$ cat src/rtl/mgmt_poll_arbiter_if.sv
`default_nettype none
// ============================================================================
// Module   : mgmt_poll_arbiter_if
// Purpose  : Management request port of the 10G MAC management block.
//            The request fields and strobe come from the arbiter. Read data
//            and the idle flag come from the management block.
// Ports    : mgmt_opcode/addr/wr_data/miim_sel/req  arbiter -> management
//            mgmt_rd_data, mgmt_miim_rdy             management -> arbiter
// Modports : master = arbiter side, slave = management block side
// Revision : 1.0  initial release
// ============================================================================
interface mgmt_poll_arbiter_if;
    logic [1:0]  mgmt_opcode;
    logic [9:0]  mgmt_addr;
    logic [31:0] mgmt_wr_data;
    logic        mgmt_miim_sel;
    logic        mgmt_req;
    logic [31:0] mgmt_rd_data;
    logic        mgmt_miim_rdy;

    modport master (
        output mgmt_opcode, mgmt_addr, mgmt_wr_data, mgmt_miim_sel, mgmt_req,
        input  mgmt_rd_data, mgmt_miim_rdy
    );

    modport slave (
        input  mgmt_opcode, mgmt_addr, mgmt_wr_data, mgmt_miim_sel, mgmt_req,
        output mgmt_rd_data, mgmt_miim_rdy
    );
endinterface
`default_nettype wire

$ cat src/rtl/mgmt_poll_arbiter.sv
`default_nettype none
// ============================================================================
// Module   : mgmt_poll_arbiter
// Purpose  : Shares the management request port between a host requester
//            and a periodic PHY-status poller. It runs one transaction at a
//            time, waits for register or MDIO completion, returns read data
//            to the winner and guards each transaction with a timeout.
// Ports    : mgmt_clk, reset                    clock, sync active-high reset
//            host_req/opcode/addr/wr_data/miim_sel  host request (level)
//            host_ack/err/rd_data                   host completion
//            poll_en, poll_status/valid/timeout     periodic poller
//            mgmt (mgmt_poll_arbiter_if.master)     management request port
// Revision : 1.0  initial release
// ============================================================================
module mgmt_poll_arbiter #(
    parameter int         POLL_PERIOD = 100000,
    parameter logic [9:0] POLL_ADDR   = 10'h021,
    parameter int         TIMEOUT     = 4096
) (
    input  logic                 mgmt_clk,
    input  logic                 reset,
    input  logic                 host_req,
    input  logic [1:0]           host_opcode,
    input  logic [9:0]           host_addr,
    input  logic [31:0]          host_wr_data,
    input  logic                 host_miim_sel,
    output logic                 host_ack,
    output logic                 host_err,
    output logic [31:0]          host_rd_data,
    input  logic                 poll_en,
    output logic [15:0]          poll_status,
    output logic                 poll_valid,
    output logic                 poll_timeout,
    mgmt_poll_arbiter_if.master  mgmt
);

    localparam int                  c_tmr_w      = $clog2(POLL_PERIOD);
    localparam int                  c_to_w       = $clog2(TIMEOUT);
    localparam logic [c_tmr_w-1:0]  c_tmr_reload = c_tmr_w'(POLL_PERIOD - 1);
    localparam logic [c_to_w-1:0]   c_to_last    = c_to_w'(TIMEOUT - 1);
    // The counter is 0 in ISSUE, so WAIT cycles 1 and 2 are the MDIO blanking window.
    localparam logic [c_to_w-1:0]   c_blank_end  = c_to_w'(3);

    localparam logic [1:0] c_st_idle  = 2'd0;
    localparam logic [1:0] c_st_issue = 2'd1;
    localparam logic [1:0] c_st_wait  = 2'd2;
    localparam logic [1:0] c_st_done  = 2'd3;

    logic [1:0]         r_state;
    logic [1:0]         w_next_state;
    logic [c_tmr_w-1:0] r_timer;
    logic               r_poll_pending;
    logic               r_last_host;
    logic               r_win_host;
    logic [c_to_w-1:0]  r_cnt;

    logic               r_host_ack;
    logic               r_host_err;
    logic [31:0]        r_host_rd_data;
    logic [15:0]        r_poll_status;
    logic               r_poll_valid;
    logic               r_poll_timeout;
    logic [1:0]         r_mgmt_opcode;
    logic [9:0]         r_mgmt_addr;
    logic [31:0]        r_mgmt_wr_data;
    logic               r_mgmt_miim_sel;
    logic               r_mgmt_req;

    logic               w_grant;
    logic               w_pick_host;
    logic               w_in_wait;
    logic               w_complete;
    logic               w_timeout;

    assign w_grant     = (r_state == c_st_idle) && mgmt.mgmt_miim_rdy && (host_req || r_poll_pending);
    // On a tie the host wins unless it was the last one served.
    assign w_pick_host = host_req && (!r_poll_pending || !r_last_host);
    assign w_in_wait   = (r_state == c_st_wait);
    // Register accesses have a fixed latency and finish in the first WAIT cycle.
    assign w_complete  = w_in_wait && (!r_mgmt_miim_sel ||
                                       ((r_cnt >= c_blank_end) && mgmt.mgmt_miim_rdy));
    assign w_timeout   = w_in_wait && !w_complete && (r_cnt == c_to_last);

    always_ff @(posedge mgmt_clk) begin
        if (reset) begin
            r_state <= c_st_idle;
        end else begin
            r_state <= w_next_state;
        end
    end

    always_comb begin
        w_next_state = r_state;
        case (r_state)
            c_st_idle:  if (w_grant) w_next_state = c_st_issue;
            c_st_issue: w_next_state = c_st_wait;
            c_st_wait:  if (w_complete || w_timeout) w_next_state = c_st_done;
            default:    w_next_state = c_st_idle;
        endcase
    end

    // Poll timer runs independently of transactions; an expiry in the same
    // cycle as a poll grant re-arms the pending flag.
    always_ff @(posedge mgmt_clk) begin
        if (reset || !poll_en) begin
            r_timer        <= c_tmr_reload;
            r_poll_pending <= 1'b0;
        end else begin
            if (w_grant && !w_pick_host) begin
                r_poll_pending <= 1'b0;
            end
            if (r_timer == '0) begin
                r_timer        <= c_tmr_reload;
                r_poll_pending <= 1'b1;
            end else begin
                r_timer <= r_timer - c_tmr_w'(1);
            end
        end
    end

    always_ff @(posedge mgmt_clk) begin
        if (reset) begin
            r_last_host     <= 1'b0;
            r_win_host      <= 1'b0;
            r_cnt           <= '0;
            r_host_ack      <= 1'b0;
            r_host_err      <= 1'b0;
            r_host_rd_data  <= '0;
            r_poll_status   <= '0;
            r_poll_valid    <= 1'b0;
            r_poll_timeout  <= 1'b0;
            r_mgmt_opcode   <= '0;
            r_mgmt_addr     <= '0;
            r_mgmt_wr_data  <= '0;
            r_mgmt_miim_sel <= 1'b0;
            r_mgmt_req      <= 1'b0;
        end else begin
            r_mgmt_req <= w_grant;
            if (w_grant) begin
                r_win_host  <= w_pick_host;
                r_last_host <= w_pick_host;
                if (w_pick_host) begin
                    r_mgmt_opcode   <= host_opcode;
                    r_mgmt_addr     <= host_addr;
                    r_mgmt_wr_data  <= host_wr_data;
                    r_mgmt_miim_sel <= host_miim_sel;
                end else begin
                    r_mgmt_opcode   <= 2'b10;
                    r_mgmt_addr     <= POLL_ADDR;
                    r_mgmt_wr_data  <= '0;
                    r_mgmt_miim_sel <= 1'b1;
                end
            end

            // Cycles since ISSUE; zero whenever no transaction is in flight.
            if ((r_state == c_st_issue) || w_in_wait) begin
                r_cnt <= r_cnt + c_to_w'(1);
            end else begin
                r_cnt <= '0;
            end

            // Results are registered on the WAIT->DONE edge so they show during DONE.
            r_host_ack   <= (w_complete || w_timeout) && r_win_host;
            r_host_err   <= w_timeout && r_win_host;
            r_poll_valid <= w_complete && !r_win_host;
            if ((w_complete || w_timeout) && r_win_host) begin
                r_host_rd_data <= w_timeout ? 32'hFFFF_FFFF : mgmt.mgmt_rd_data;
            end
            if (w_complete && !r_win_host) begin
                r_poll_status <= mgmt.mgmt_rd_data[15:0];
            end
            if (w_timeout && !r_win_host) begin
                r_poll_timeout <= 1'b1;
            end
        end
    end

    assign host_ack           = r_host_ack;
    assign host_err           = r_host_err;
    assign host_rd_data       = r_host_rd_data;
    assign poll_status        = r_poll_status;
    assign poll_valid         = r_poll_valid;
    assign poll_timeout       = r_poll_timeout;
    assign mgmt.mgmt_opcode   = r_mgmt_opcode;
    assign mgmt.mgmt_addr     = r_mgmt_addr;
    assign mgmt.mgmt_wr_data  = r_mgmt_wr_data;
    assign mgmt.mgmt_miim_sel = r_mgmt_miim_sel;
    assign mgmt.mgmt_req      = r_mgmt_req;

endmodule
`default_nettype wire

$ cat src/flat_wrapper.sv
// flat-port wrapper written by rule: the top's interface ports become plain ports
module mgmt_poll_arbiter_flat 
#(
    parameter int         POLL_PERIOD = 100000,
    parameter logic [9:0] POLL_ADDR   = 10'h021,
    parameter int         TIMEOUT     = 4096
)
  (mgmt_clk, reset, host_req, host_opcode, host_addr, host_wr_data, host_miim_sel, host_ack, host_err, host_rd_data, poll_en, poll_status, poll_valid, poll_timeout, mgmt_mgmt_opcode, mgmt_mgmt_addr, mgmt_mgmt_wr_data, mgmt_mgmt_miim_sel, mgmt_mgmt_req, mgmt_mgmt_rd_data, mgmt_mgmt_miim_rdy);
  mgmt_poll_arbiter_if mgmt_i ();
  input  logic mgmt_clk;
  input  logic reset;
  input  logic host_req;
  input  logic [1:0] host_opcode;
  input  logic [9:0] host_addr;
  input  logic [31:0] host_wr_data;
  input  logic host_miim_sel;
  output logic host_ack;
  output logic host_err;
  output logic [31:0] host_rd_data;
  input  logic poll_en;
  output logic [15:0] poll_status;
  output logic poll_valid;
  output logic poll_timeout;
  output wire logic [$bits(mgmt_i.mgmt_opcode)-1:0] mgmt_mgmt_opcode;
  output wire logic [$bits(mgmt_i.mgmt_addr)-1:0] mgmt_mgmt_addr;
  output wire logic [$bits(mgmt_i.mgmt_wr_data)-1:0] mgmt_mgmt_wr_data;
  output wire logic [$bits(mgmt_i.mgmt_miim_sel)-1:0] mgmt_mgmt_miim_sel;
  output wire logic [$bits(mgmt_i.mgmt_req)-1:0] mgmt_mgmt_req;
  input wire logic [$bits(mgmt_i.mgmt_rd_data)-1:0] mgmt_mgmt_rd_data;
  input wire logic [$bits(mgmt_i.mgmt_miim_rdy)-1:0] mgmt_mgmt_miim_rdy;
  assign mgmt_mgmt_opcode = mgmt_i.mgmt_opcode;
  assign mgmt_mgmt_addr = mgmt_i.mgmt_addr;
  assign mgmt_mgmt_wr_data = mgmt_i.mgmt_wr_data;
  assign mgmt_mgmt_miim_sel = mgmt_i.mgmt_miim_sel;
  assign mgmt_mgmt_req = mgmt_i.mgmt_req;
  assign mgmt_i.mgmt_rd_data = mgmt_mgmt_rd_data;
  assign mgmt_i.mgmt_miim_rdy = mgmt_mgmt_miim_rdy;
  mgmt_poll_arbiter #(.POLL_PERIOD(POLL_PERIOD), .POLL_ADDR(POLL_ADDR), .TIMEOUT(TIMEOUT)) u_core (.mgmt_clk(mgmt_clk), .reset(reset), .host_req(host_req), .host_opcode(host_opcode), .host_addr(host_addr), .host_wr_data(host_wr_data), .host_miim_sel(host_miim_sel), .host_ack(host_ack), .host_err(host_err), .host_rd_data(host_rd_data), .poll_en(poll_en), .poll_status(poll_status), .poll_valid(poll_valid), .poll_timeout(poll_timeout), .mgmt(mgmt_i));
endmodule
$ cat config.mk
export PLATFORM = sky130hd
export DESIGN_NAME = mgmt_poll_arbiter_flat
export DESIGN_NICKNAME = d
export VERILOG_FILES = /design/src/rtl/mgmt_poll_arbiter_if.sv /design/src/rtl/mgmt_poll_arbiter.sv /design/src/flat_wrapper.sv
export SDC_FILE = /design/constraint.sdc
export NUM_CORES = 1
export LEC_CHECK = 0
export ABC_AREA = 1
export BUFFER_PORTS_ARGS = -buffer_cell sky130_fd_sc_hd__buf_2
export CORE_UTILIZATION = 46
export DETAILED_ROUTE_END_ITERATION = 10
export PLACE_DENSITY = 0.8
export SKIP_CTS_REPAIR_TIMING = 1
export SLEW_MARGIN = 15
export SYNTH_ARGS = -nofsm -noshare
export SYNTH_HDL_FRONTEND = slang
export SYNTH_SLANG_ARGS = --single-unit
$ cat constraint.sdc
create_clock -name mgmt_clk -period 1.8 [get_ports mgmt_clk]
set_input_delay 0.36 -clock mgmt_clk [delete_from_list [all_inputs] [get_ports mgmt_clk]]
set_output_delay 0.36 -clock mgmt_clk [all_outputs]
set_load 0.01 [all_outputs]
; ---- After elaboration in Yosys (flattened, before gate mapping)
; Cells that the tools add are included.
[classes]
add_sub_neg = 2
order_cmp = 1
n_eq_ne = 5
n_mux = 10
bitwise = 1
reduce_logical = 30
[op_table]
columns = cell, count
row1 = two-way mux 32 bit, 2
row2 = zero test 17 bit, 1
row3 = "subtractor 17 x 1 -> 17 bit, second input constant", 1
row4 = "adder 12 x 1 -> 12 bit, second input constant", 1
row5 = "== test 12 bit, second input constant", 1
row6 = ">= comparator 12 x 2 -> 1 bit, second input constant", 1
row7 = logical AND 1 bit, 12
row8 = two-way mux 10 bit, 1
row9 = zero test 1 bit, 6
row10 = logical OR 1 bit, 6
row11 = two-way mux 2 bit, 3
row12 = one-hot mux 2 bit (3 select lines), 1
row13 = OR reduction 2 bit, 2
row14 = two-way mux 1 bit, 3
row15 = "== test 2 x 1 -> 1 bit, second input constant", 1
row16 = "== test 2 bit, second input constant", 1
row17 = zero test 2 bit, 1
row18 = "inequality test 2 x 1 -> 1 bit, second input constant", 1
row19 = "inequality test 2 bit, second input constant", 1
row20 = AND reduction 2 bit, 1
row21 = nonzero test 2 bit, 1
row22 = NOT 1 bit, 1
[word_totals]
register_bits = 131
input_bits = 82

; ---- Logic depth before layout (Yosys ltp)
; Gate-level depths: netlist of the first run.
[depth]
ltp_word = 10
mapped_depth = 12
depth_no_buf = 11

; ---- Worst setup path after synthesis of the first run
; OpenSTA, ideal clock, no wires.
[synth_path]
kind = flip-flop to flip-flop
from = register u_core.r_cnt[0]
to = register u_core.r_host_rd_data[0], in the netlist u_core.host_rd_data[0]
arrival_time_ns = 1.486
required_time_ns = 1.733
slack_ns = 0.246
path_stages_with_launch = 11
n_path_buf = 1
period_less_slack_ns = 1.554
cell_sequence = dfxtp_1 ha_1 nand2_1 nor2_4 nand3_2 nor2_2 nand3_2 nand2_2 nand2_4 buf_12 a21oi_4
[synth_via]
elab_chain_cells = 9
word_cells_on_any_way = 11
[synth_lines]
columns = element, line_no
row1 = "start, declared", mgmt_poll_arbiter.sv:55  ; logic [c_to_w-1:0] r_cnt;
row2 = "start signal, assigned", mgmt_poll_arbiter.sv:157  ; r_cnt <= r_cnt + c_to_w'(1);
row3 = >= comparator 12 x 2 -> 1 bit, mgmt_poll_arbiter.sv:81  ; ((r_cnt >= c_blank_end) && mgmt.mgmt_miim_rdy));
row4 = logical AND 1 bit, mgmt_poll_arbiter.sv:81
row5 = logical OR 1 bit, mgmt_poll_arbiter.sv:80  ; assign w_complete = w_in_wait && (!r_mgmt_miim_sel ||
row6 = logical AND 1 bit, mgmt_poll_arbiter.sv:80
row7 = zero test 1 bit, mgmt_poll_arbiter.sv:82  ; assign w_timeout = w_in_wait && !w_complete && (r_cnt == c_to_last);
row8 = logical AND 1 bit (2 in series), mgmt_poll_arbiter.sv:82
row9 = logical OR 1 bit, mgmt_poll_arbiter.sv:166  ; if ((w_complete || w_timeout) && r_win_host) begin
row10 = logical AND 1 bit, mgmt_poll_arbiter.sv:166
row11 = "end signal, assigned", mgmt_poll_arbiter.sv:167  ; r_host_rd_data <= w_timeout ? 32'hFFFF_FFFF : mgmt.mgmt_rd_data;
row12 = "end, declared", mgmt_poll_arbiter.sv:59  ; logic [31:0] r_host_rd_data;
; Several ways; a longest one is shown, not always the timed one.
; A chain may end at the register's enable or synchronous reset.

; ---- Worst setup path after layout of the first run
[layout_path]
from = register u_core.r_cnt[0]
to = register u_core.r_host_rd_data[7], in the netlist u_core.host_rd_data[7]
; Same word-level chain as after synthesis.

==> reports/results.ini, run 1 <==
[run_status]
status=complete, no violations

[final_layout]
final_cell_mix=buf_2, nand2_1, dfxtp_1
fill_cells=972
nets=983
layout-drive-gt1-share_pct=30.7
diodes=0
syn2layout_area_growth_pct=31.2
fin_area_um2=7360
layout_commonest_cell=buf_2

[yosys]
synth.cell_area_um2=5610
synth_top_cells_by_area=dfxtp_1, nand2_1, a21oi_1, inv_1, nand4_1
syn_area_per_cell_um2=7.86
ys.flop_type=dfxtp_1
synth_top_area_share_pct=46.7
yosys_warnings=0
ys_seq_elements=131
ys_types=38
synth.net_count=800
yosys.area.top_type=dfxtp_1
async_flop_share_pct=0
ys_seq_area_share_pct=46.7
synth_edf_count=0
syn_inst=714

[cts]
cts_tree=yes
numCtsBuffers=17
clock-sinks=131
cts.htree.levels=4
clockBufferDepth=2
clockRootBuffer=clkbuf_16
clk_latency_ps=420
clk_pin_slew_ps=50

[die]
fp.dieH_um=112
die_area_um2=12600
die_width_um=112
ios=180
initial_core_util_pct=48.1
coreArea_um2=11700
rows=39

[detailed_routing]
ant_nets=0
vias=5281
wl_per_cell_um=12.9
drc_errors=0
wirelength_mm=13.6
via_per_inst=5.02
drt-pass1-iter-count=5
drt_iter0_drc=413

[critical_path]
crit_type=reg2reg
worstPathArrival_ps=2030
crit_required_ps=2150
startpoint_type=register
crit_path_max_fanout=7
worst_setup_path_end_kind=register

[sta]
finalSetupViolations=0
tightest_slew_ps=411
fin_skew_ps=5.77
hold_violations=0
max_freq_ghz=0.597
finalCriticalPeriod_ps=1670
max-slew-margin-rel_pct=72.5
rsz0062_at_grt=false
drv_slew=0
fin_setup_tns_ps=0
fin_crit_sh_pct=93.1
holdWs_ps=193

[placed_design]
placed_cell_area_um2=6730
placement.io_buffers=179
dp_hpwl_mm=9.31
gp_congestion=0.835

[worst_hold_path]
hp-class=in2reg

[global_route]
antenna_found_initial=0
grt_pass1_wl_mm=22.3
grtUsageTotal_pct=22.2
grt_pass1_vias=4968
grt_remaining_overflow=0
grt_max_degree=62

[power]
cellLeakagePower_uw=0.00336
peakVddDrop_uv=778
p_per_area_nw_per_um2=1120

[job]
cap_violations=0

worst paths after layout:
check	startpoint	to	slack, ps	depth (start not counted)
setup / recovery	u_core.r_cnt[0]$_SDFF_PP0_	u_core.host_rd_data[7]$_SDFFE_PP0P_	130	10
hold / removal	host_wr_data[31]	u_core.mgmt.mgmt_wr_data[31]$_SDFFE_PP0P_	190	3
hold reg to reg	u_core.r_timer[0]$_SDFF_PP1_	u_core.r_timer[0]$_SDFF_PP1_	430	1
setup reg to reg	u_core.r_cnt[0]$_SDFF_PP0_	u_core.host_rd_data[7]$_SDFFE_PP0P_	130	10
synth_stat cells, types with 2 or more instances:
cell type and n:
nand2_1 173, dfxtp_1 131, inv_1 100, a21oi_1 76, nand4_1 54, nor2_1 42, a21oi_4 20, clkbuf_1 18
nand3_1 13, buf_2 10, o21ai_0 10, a21oi_2 9, nor3_1 8, buf_1 6, a211oi_1 5, ha_1 4
nand2_2 4, buf_6 3, nand3_2 3, or2_2 3, buf_12 2, nor2_4 2, o21a_1 2, o31ai_1 2
registers in the layout, indices dropped and copies added (netlist names), 2 cells and up:
signal	flops
u_core.host_rd_data	32
u_core.mgmt.mgmt_wr_data	32
u_core.r_timer	17
u_core.poll_status	16
u_core.r_cnt	12
u_core.mgmt.mgmt_addr	10
u_core.mgmt.mgmt_opcode	2
u_core.r_state	2
layer usage:
metal  share of wire (%)  vias up  GRT usage (%)
li1                    -     2671              -
met1                  43     2395           25.8
met2                  47      191           37.5
met3                 7.5       24           7.24
met4                 2.0        0           9.96
met5                   0        -              0
per-stage QoR:
step                cells  utilization [%]  total power [uW]  setup slack [ps]
finish               1051             63.1              8220               125
global route         1051             63.1              8650              9.11
CTS                  1047             62.2              8230               129
detailed placement   1017             57.7              5170               147
global placement     1017             57.7              5140               199
floorplan             714                -              4530               246
cells by family after synthesis:
kind of cell | after synthesis | share of synthesized area (%)
xor+xnor | 2 | 0.312
simple gates | 309 | 24.9
flops | 131 | 46.7
fa+ha+maj | 4 | 0.892
buf+inv | 142 | 10.8
compound gates | 126 | 16.4
cell type report:
| class | count | area [um2] | area share (%) |
|---|---|---|---|
| clock inverters | 5 | 27.5 | 0.374 |
| multi-input cells | 441 | 2430 | 33.0 |
| inverters | 102 | 383 | 5.20 |
| flip-flops and latches | 131 | 2620 | 35.6 |
| well taps | 143 | 179 | 2.43 |
| clock buffers | 25 | 495 | 6.73 |
| repair buffers | 204 | 1230 | 16.7 |
report_power, final:
group,total [uW],internal [uW],switching (uW)
Sequential,3310,3170,139
Combinational,1860,714,1150
Clock,3040,1880,1170
worst max-delay path: stages, from the launching register on:
cell and delay, ps:
dfxtp_1 350, ha_2 200, nand2_1 100, nor2_4 110, nand3_2 110, nor2_2 110
nand3_2 110, nand2_4 120, nand2_8 100, clkbuf_16 200, a21oi_4 110
Note: power is estimated with default switching activity, not from simulation.
==> run 2: changes to the inputs <==
==> constraint.sdc (replaced) <==
create_clock -name mgmt_clk -period 1.95 [get_ports mgmt_clk]
set_input_delay 0.39 -clock mgmt_clk [delete_from_list [all_inputs] [get_ports mgmt_clk]]
set_output_delay 0.39 -clock mgmt_clk [all_outputs]
set_load 0.01 [all_outputs]
==> run 2 against run 1 <==
Cell count fell by 0.67%. Via count fell by 2.1%. Sequential power fell by 7.6%. Die area did not move. Power fell by 3.4%.
==> reports/results.ini, run 2 (same netlist as run 1, synthesis figures left out) <==
[run_status]
status=complete, no violations  ; unchanged

[final_layout]
multi_input_area_um2=2410  ; was 2430 um2
diodes=0  ; unchanged
fin_area_um2=7270  ; was 7360 um2
nets=974  ; was 983
syn2layout_area_growth_pct=29.6  ; was 31.2%
final_cell_mix=buf_2, nand2_1, dfxtp_1  ; unchanged
fill_cells=1024  ; was 972
seqCellArea_um2=2620  ; unchanged
layout-drive-gt1-share_pct=30.3  ; was 30.7%
layout_commonest_cell=buf_2  ; unchanged

[detailed_routing]
dr_wl_met3_um=877  ; was 1.02 mm
via_per_inst=4.95  ; was 5.02
vias=5172  ; was 5,281
wirelength_mm=13.6  ; about the same
drt_iter0_drc=353  ; was 413
drc_errors=0  ; unchanged
ant_nets=0  ; unchanged
met2_length_mm=6.68  ; was 6.43 mm
top_layer=met4  ; unchanged
wl_met1_mm=5.87  ; was 5.86 mm
drt-pass1-iter-count=4  ; was 5
wl_per_cell_um=13.0  ; was 12.9 um

[placed_design]
placement.io_buffers=179  ; unchanged
placed_cell_area_um2=6650  ; was 6730 um2
dp_hpwl_mm=9.39  ; was 9.31 mm
gp_congestion=0.835  ; about the same

[critical_path]
worstPathArrival_ps=2040  ; was 2030 ps
crit_required_ps=2220  ; was 2150 ps
cp_slowest_cell=dfxtp_1  ; unchanged
path_cells=ha_1 > nor2_1 > nand2_1 > nor2_1 > nand2_1 > nand2_2 > nand2_2 > nand2_1 > nand2_2 > nand2_4 > buf_12 > nor2_1  ; was ha_2 > nand2_1 > nor2_4 > nand3_2 > nor2_2 > nand3_2 > nand2_4 > nand2_8 > clkbuf_16 > a21oi_4
crit_buf_inv=1  ; unchanged
startpoint_type=register  ; unchanged
crit_path_max_fanout=15  ; was 7
crit_path_max_incr_delay_ps=330  ; was 350 ps
crit_type=reg2reg  ; unchanged
worst_setup_path_end_kind=register  ; unchanged
critPathTopFamily=simple AND/OR/NAND/NOR gates  ; unchanged

[sta]
rsz0062_at_grt=false  ; unchanged
hold_violations=0  ; unchanged
max_freq_ghz=0.566  ; was 0.597 GHz
fin_crit_sh_pct=90.7  ; was 93.1%
max-slew-margin-rel_pct=52.1  ; was 72.5%
tightest_slew_ps=719  ; was 411 ps
fin_setup_tns_ps=0  ; unchanged
drv_slew=0  ; unchanged
fin_skew_ps=6.36  ; was 5.77 ps
finalSetupViolations=0  ; unchanged
finalCriticalPeriod_ps=1770  ; was 1670 ps

[die]
coreArea_um2=11700  ; unchanged
ios=180  ; unchanged
die_area_um2=12600  ; unchanged
fp.dieH_um=112  ; unchanged
die_width_um=112  ; unchanged
rows=39  ; unchanged
initial_core_util_pct=48.1  ; unchanged

[cts]
clockBufferDepth=2  ; unchanged
cts_tree=yes  ; unchanged
numCtsBuffers=17  ; unchanged
clk_pin_slew_ps=60  ; was 50 ps
clockRootBuffer=clkbuf_16  ; unchanged
clk_latency_ps=410  ; was 420 ps
cts.htree.levels=4  ; unchanged
clock-sinks=131  ; unchanged

[power]
cellLeakagePower_uw=0.00332  ; was 0.00336 uW
p_per_area_nw_per_um2=1090  ; was 1120 nW/um2
peakVddDrop_uv=690  ; was 778 uV

[worst_hold_path]
hp-class=in2reg  ; unchanged

[global_route]
grt_pass1_vias=4855  ; was 4,968
grt_remaining_overflow=0  ; unchanged
antenna_found_initial=0  ; unchanged
grt_pass1_wl_mm=22.2  ; was 22.3 mm
grt_max_degree=67  ; was 62
grtUsageTotal_pct=22.0  ; was 22.2%

[job]
cap_violations=0  ; unchanged

## run 2: changes by cell type in the layout (fill, tap and decap cells not counted), sizes merged
cell	delta
inv	+1
clkinv	+2
clkinvlp	+1
buf	-6
bufinv	+3
clkbuf	-8
## run 2: metal layers
layer	global-route usage, %	up-vias
li1	-	2650
met1	25.0	2333
met2	38.8	173
met3	6.37	16
met4	8.89	0
met5	0	-
## run 2: per-stage QoR
step / power [uW] / setup slack (ps) / instances / util, % / hold WS, ps
2_1_floorplan: 4180 / 396 / 714 / - / 393
3_3_place_gp: 4700 / 149 / 1012 / 57.0 / 417
3_5_place_dp: 4740 / 72.4 / 1012 / 57.0 / 420
4_1_cts: 7990 / 63.1 / 1044 / 62.3 / 209
5_1_grt: 8320 / 28.6 / 1044 / 62.3 / 222
6_report: 7940 / 182 / 1044 / 62.3 / 230
## run 2: area by class of cell
class	instances	share of cell area, %
multi-input combinational	441	33.1
timing repair buffer	195	14.7
clock inverter	12	2.13
tap	143	2.46
inverter	102	5.27
sequential	131	36.1
clock buffer	20	6.28
## run 2: report_power, final
group          switching, uW  internal (uW)
registers                133           2930
logic                   1050            598
clock network           1160           2080
total                   2340           5600
## run 2: worst paths after layout
check        cells past startpoint  slack, ps                                        end                    startpoint
max                             12        180                 u_core.host_ack$_SDFF_PP0_    u_core.r_cnt[0]$_SDFF_PP0_
min                              3        230  u_core.mgmt.mgmt_wr_data[11]$_SDFFE_PP0P_              host_wr_data[11]
max reg2reg                     12        180                 u_core.host_ack$_SDFF_PP0_    u_core.r_cnt[0]$_SDFF_PP0_
min reg2reg                      1        430               u_core.r_timer[0]$_SDFF_PP1_  u_core.r_timer[0]$_SDFF_PP1_
## run 2: tightest hold or removal path, cell delays in order
cell	delay (ps)
buf_2	90
nand2_1	50
a21oi_1	50
